$ cat config.mk
export PLATFORM = sky130hd
export DESIGN_NAME = fetch_unit
export DESIGN_NICKNAME = d
export VERILOG_FILES = /design/src/rtl/i8080_pkg.sv /design/src/rtl/fetch_len_decode.sv /design/src/rtl/fetch_unit.sv
export SDC_FILE = /design/constraint.sdc
export NUM_CORES = 1
export LEC_CHECK = 0
export ABC_AREA = 1
export CAP_MARGIN = 20
export CELL_PAD_IN_SITES_DETAIL_PLACEMENT = 0
export CELL_PAD_IN_SITES_GLOBAL_PLACEMENT = 1
export CORE_MARGIN = 3
export CORE_UTILIZATION = 42
export DETAILED_ROUTE_END_ITERATION = 10
export DONT_BUFFER_PORTS = 1
export PLACE_DENSITY = 0.76
export SYNTH_ARGS = -nofsm -noshare
export SYNTH_HDL_FRONTEND = slang
export SYNTH_SLANG_ARGS = --single-unit
$ cat constraint.sdc
create_clock -name clk -period 6.1 [get_ports clk]
set_input_delay 1.525 -clock clk [delete_from_list [all_inputs] [get_ports clk]]
set_output_delay 1.525 -clock clk [all_outputs]
set_load 0.05 [all_outputs]
$ cat src/rtl/i8080_pkg.sv
// Shared 8080 fetch definitions: opcode constants, fetch FSM states and the
// opcode-to-length table used by fetch and by disassembly/trace tooling.
package i8080_pkg;

   localparam logic [7:0] OP_NOP   = 8'h00;
   localparam logic [7:0] OP_LXI_H = 8'h21;
   localparam logic [7:0] OP_MVI_A = 8'h3E;
   localparam logic [7:0] OP_HLT   = 8'h76;
   localparam logic [7:0] OP_JMP   = 8'hC3;
   localparam logic [7:0] OP_RET   = 8'hC9;
   localparam logic [7:0] OP_CALL  = 8'hCD;
   localparam logic [7:0] OP_RST7  = 8'hFF;

   typedef enum logic [2:0] {
      ISSUE,
      WAIT,
      CAPTURE,
      PRESENT,
      HALTED
   } fetch_state_e;

   // CB/DD/ED/FD are undocumented aliases of JMP/CALL and take 3 bytes.
   function automatic logic [1:0] instr_len_f(input logic [7:0] op);
      logic [1:0] len;
      case (op)
         8'h06, 8'h0E, 8'h16, 8'h1E, 8'h26, 8'h2E, 8'h36, 8'h3E,
         8'hC6, 8'hCE, 8'hD6, 8'hDE, 8'hE6, 8'hEE, 8'hF6, 8'hFE,
         8'hD3, 8'hDB:
            len = 2'd2;
         8'h01, 8'h11, 8'h21, 8'h31,
         8'h22, 8'h2A, 8'h32, 8'h3A,
         8'hC2, 8'hC3, 8'hCA, 8'hD2, 8'hDA, 8'hE2, 8'hEA, 8'hF2, 8'hFA,
         8'hC4, 8'hCC, 8'hCD, 8'hD4, 8'hDC, 8'hE4, 8'hEC, 8'hF4, 8'hFC,
         8'hCB, 8'hDD, 8'hED, 8'hFD:
            len = 2'd3;
         default:
            len = 2'd1;
      endcase
      return len;
   endfunction

endpackage

$ cat src/rtl/fetch_len_decode.sv
// Combinational 8080 opcode-to-instruction-length lookup.
module fetch_len_decode
   import i8080_pkg::*;
(
   input  logic [7:0] opcode_i,
   output logic [1:0] len_o
);

   assign len_o = instr_len_f(opcode_i);

endmodule

$ cat src/rtl/fetch_unit.sv
// 8080 instruction fetch stage: issue, wait for memory, capture, present to decode.
// Define FETCH_TRACE_EN to print a line per capture and per redirect.
module fetch_unit
   import i8080_pkg::*;
#(
   parameter logic [15:0] RESET_PC = 16'h0000,
   parameter int          MEM_LAT  = 2
) (
   input  logic         clk,
   input  logic         reset,
   output logic [15:0]  raddr0,
   input  logic [23:0]  rdata0,
   output logic         instr_valid,
   input  logic         instr_ready,
   output logic [23:0]  instr,
   output logic [1:0]   instr_len,
   output logic [15:0]  instr_pc,
   output logic [15:0]  next_pc,
   input  logic         redirect_valid,
   input  logic [15:0]  redirect_pc,
   output logic         halted,
   output fetch_state_e dbg_state_o
);

   // Handshake: an instruction transfers on a posedge where instr_valid && instr_ready;
   // instr/instr_len/instr_pc/next_pc stay stable while instr_valid && !instr_ready.

   fetch_state_e state_q, state_d;
   logic [1:0]   cnt_q, cnt_d;
   logic [15:0]  fetch_pc_q, fetch_pc_d;
   logic [15:0]  raddr0_q, raddr0_d;
   logic         valid_q, valid_d;
   logic         halted_q, halted_d;
   logic [23:0]  instr_q, instr_d;
   logic [1:0]   len_q, len_d;
   logic [15:0]  pc_q, pc_d;
   logic [15:0]  next_pc_q, next_pc_d;
   logic [1:0]   dec_len;

   fetch_len_decode u_len_decode (
      .opcode_i (rdata0[23:16]),
      .len_o    (dec_len)
   );

   always_comb begin
      state_d    = state_q;
      cnt_d      = cnt_q;
      fetch_pc_d = fetch_pc_q;
      raddr0_d   = fetch_pc_q;
      valid_d    = valid_q;
      halted_d   = halted_q;
      instr_d    = instr_q;
      len_d      = len_q;
      pc_d       = pc_q;
      next_pc_d  = next_pc_q;

      case (state_q)
         ISSUE: begin
            cnt_d   = 2'd0;
            state_d = WAIT;
         end
         WAIT: begin
            // Counter counts edges since the address became stable; the ISSUE edge is the first.
            cnt_d = cnt_q + 2'd1;
            if (int'(cnt_q) + 1 >= MEM_LAT - 1) state_d = CAPTURE;
         end
         CAPTURE: begin
            instr_d    = rdata0;
            pc_d       = fetch_pc_q;
            len_d      = dec_len;
            fetch_pc_d = fetch_pc_q + {14'd0, dec_len};
            next_pc_d  = fetch_pc_q + {14'd0, dec_len};
            valid_d    = 1'b1;
            if (rdata0[23:16] == OP_HLT) begin
               halted_d = 1'b1;
               state_d  = HALTED;
            end else begin
               state_d  = PRESENT;
            end
         end
         PRESENT: begin
            if (instr_ready) begin
               valid_d = 1'b0;
               state_d = ISSUE;
            end
         end
         HALTED: begin
            if (instr_ready) valid_d = 1'b0;
         end
         default: state_d = ISSUE;
      endcase

      // Redirect wins over capture and accept; the new address is driven straight away
      // so the following ISSUE cycle already presents the target.
      if (redirect_valid) begin
         state_d    = ISSUE;
         cnt_d      = 2'd0;
         fetch_pc_d = redirect_pc;
         raddr0_d   = redirect_pc;
         valid_d    = 1'b0;
         halted_d   = 1'b0;
         instr_d    = instr_q;
         len_d      = len_q;
         pc_d       = pc_q;
         next_pc_d  = next_pc_q;
      end
   end

   always_ff @(posedge clk) begin
      if (reset) begin
         state_q    <= ISSUE;
         cnt_q      <= 2'd0;
         fetch_pc_q <= RESET_PC;
         raddr0_q   <= RESET_PC;
         valid_q    <= 1'b0;
         halted_q   <= 1'b0;
         instr_q    <= 24'd0;
         len_q      <= 2'd0;
         pc_q       <= 16'd0;
         next_pc_q  <= 16'd0;
      end else begin
         state_q    <= state_d;
         cnt_q      <= cnt_d;
         fetch_pc_q <= fetch_pc_d;
         raddr0_q   <= raddr0_d;
         valid_q    <= valid_d;
         halted_q   <= halted_d;
         instr_q    <= instr_d;
         len_q      <= len_d;
         pc_q       <= pc_d;
         next_pc_q  <= next_pc_d;
      end
   end

`ifdef FETCH_TRACE_EN
   always_ff @(posedge clk) begin
      if (!reset) begin
         if (state_q == CAPTURE)
            $write("fetch pc=%h op=%h len=%0d\n", fetch_pc_q, rdata0[23:16], dec_len);
         if (redirect_valid)
            $write("redirect %h\n", redirect_pc);
      end
   end
`endif

   assign raddr0      = raddr0_q;
   assign instr_valid = valid_q;
   assign instr       = instr_q;
   assign instr_len   = len_q;
   assign instr_pc    = pc_q;
   assign next_pc     = next_pc_q;
   assign halted      = halted_q;
   assign dbg_state_o = state_q;

endmodule

==> metrics.cfg <==
[global_routing]
grt_overflow = 0
grt_pass1_wl_um = 17120
antenna_found_initial = 0
grt_max_degree = 53
grt_usage = 0.1946
grt_pass1_vias = 3395

[synth]
synth_ff_type = dfxtp_1
synth_top_cell_area_share = 0.4830
synthTopCellsByArea = dfxtp_1, nand2_1, nor2_1, nand3_1, o21ai_0
async_flop_share = 0
syn-num-nets = 589
synth_top_area_cell = dfxtp_1
synth_seq_area_share = 0.4830
yosysMostFrequentCell = nand2_1
avgSynthCellArea_um2 = 7.445
synth_edf_count = 0
synth_seq_cells = 97
synth_area_um2 = 4020
postSynthCellCount = 540
ys_warn_count = 0
synth_common_cells = nand2_1, dfxtp_1, nor2_1
synth_cell_types = 33

[floorplanning]
ios = 123
start_util = 0.4330
die_h_um = 103.8
die_x_um = 103.8
die_area_um2 = 10780
coreArea_um2 = 9284
num_rows = 35

[hold_path]
hold_start = cnt_q[1]
hp-class = flop to flop

[critical_path]
critPathMaxFanout = 8
reg2reg_from = dbg_state_o[1]
critPathArrivalTime_ns = 3.62
critPathCaptureType = flop
cp-startpoint = rdata0[22]
critPathLaunchType = input port
critical_path_required_ns = 6.34
path_class = input port to flop

[placement]
placed_cell_area_um2 = 4061
port_buffers = 0
hpwlAfterDp_um = 7297
dp.cells = 646
gp_congestion = 0.8654

[clock_network]
cts_buffer_depth = 2
clk_latency_ns = 0.35
cts_hold_buffers = 0
clk_pin_slew_ns = 0.09
htreeDepth = 3
ctsResizeCount = 0
clock-sinks = 97
post-cts-setup-buffers = 0
numCtsBuffers = 9
cts_tree = done
root_buffer = clkbuf_8

[sta]
finalHoldViolCount = 0
holdWs_ns = 0.4805
maxSlewHeadroom = 0.4248
finalSetupTns_ns = 0
max_freq_ghz = 0.2964
period_share = 0.5532
final.setup_skew_ns = 0.007194
rsz0062_at_grt = false
report.final.slew_viol_count = 0
setup_viol = 0
worst_pin_slew_ns = 0.8628
min_period_ns = 3.374

[pwr]
switching_share = 0.2645
ir_drop_uv = 138.9
p_total_uw = 1232
power.share.sequential = 0.577
internal_power_uw = 906.5
p_per_area_nw_per_um2 = 287.1
leakage_uw = 0.001836
pwr-share-comb = 0.059
switching_power_uw = 325.9
clkPwrFrac = 0.365

[routing]
dr_wl_met2_um = 4930
drc_errors = 0
routedLengthMet1_um = 4741
drtIter0Drc = 140
met3_length_um = 633
vias_per_cell = 5.234
dr.pass1.iters = 4
route.vias.total = 3470
highest_layer = met4
drt_wl_total_um = 10490
drt-wirelength-per-cell_um = 15.83
detail-route-antenna-nets = 0

[final_layout]
register_area_um2 = 1942
syn_to_final_growth_pct = 6.785
drive_above_1_share = 0.05056
fin_cells = 663
fill_cells = 956
antenna_cells = 0
multiInputGateArea_um2 = 1752
fin_area_um2 = 4293
nNetsFinal = 578

[status]
status = finished clean

[job]
maxCapViolCount = 0

## worst max-delay path: stages
cell and delay, ns:
nand2_1 0.11, inv_1 0.06, o21ai_0 0.16, nand2_1 0.09, inv_1 0.09, ha_1 0.17
inv_1 0.06, fa_1 0.39, inv_1 0.07, nand2_1 0.11, nor3_4 0.32, nand3_1 0.11
nand2_1 0.08, nand2_1 0.07, o21ai_1 0.14, inv_1 0.05
## routing by layer
| metal | vias to the layer above | track usage |
|---|---|---|
| li1 | 1730 | - |
| met3 | 11 | 0.05483 |
| met5 | - | 0 |
| met4 | 0 | 0.06078 |
| met1 | 1631 | 0.2430 |
| met2 | 98 | 0.3259 |
## worst paths after layout
| kind | end | slack [ns] | depth (start not counted) |
|---|---|---|---|
| worst max-delay path | next_pc[14] | 2.73 | 16 |
| worst min-delay path | cnt_q[1] | 0.48 | 2 |
| worst min register to register | cnt_q[1] | 0.48 | 2 |
| worst max register to register | fetch_pc_q[1] | 3.64 | 8 |
## flip-flops by register name, indices dropped and copies added (netlist names)
signal / cells
instr: 24
fetch_pc_q: 16
instr_pc: 16
next_pc: 16
raddr0: 16
dbg_state_o: 3
cnt_q: 2
instr_len: 2
halted: 1
instr_valid: 1
## layout make-up
class / count / share of cell area
Clock buffer: 11 / 0.03060
Clock inverter: 5 / 0.01865
Inverter: 53 / 0.04634
Multi-Input combinational cell: 366 / 0.4080
Sequential cell: 97 / 0.4523
Tap cell: 129 / 0.03760
Timing Repair Buffer: 2 / 0.006412
## power by group through the flow
| stage | Combinational, uW | Clock (uW) | Sequential, uW |
|---|---|---|---|
| global route | 83.8 | 484 | 713 |
| detailed placement | 71.6 | 0 | 726 |
| global placement | 70.4 | 0 | 726 |
| CTS | 72.2 | 461 | 711 |
| finish | 72.2 | 450 | 711 |
| floorplan | 62.6 | 0 | 722 |
## layout by cell type, fill, tap and decap left out, drive strengths merged, types with 4 or more instances in the layout
master / instances
clkbuf: 11
inv: 52
ha: 4
nor2: 76
a21oi: 25
xor2: 5
nand4: 6
dfxtp: 97
o22ai: 12
nand2: 120
nor3: 10
a31oi: 5
o21ai: 51
nand3: 44
## logic make-up (layout without fill, tap and decap cells)
kind of cell / count (synthesis) / after routing / share of synthesized area
buffers and inverters: 77 / 71 / 0.08123
AOI/OAI and AO/OA: 98 / 98 / 0.1304
DFF: 97 / 97 / 0.4830
adders and majority gates: 5 / 5 / 0.01743
and+or+nand+nor: 258 / 258 / 0.2770
xor gates and xnor gates: 5 / 5 / 0.01089
## metrics by stage
| step | util | setup slack [ns] |
|---|---|---|
| finish | 0.4624 | 2.726 |
| floorplan | - | 2.678 |
| global placement | 0.4375 | 2.449 |
| detailed placement | 0.4375 | 2.363 |
| CTS | 0.4602 | 2.744 |
| global route | 0.4624 | 2.446 |
(Power assumes the default switching activity.)
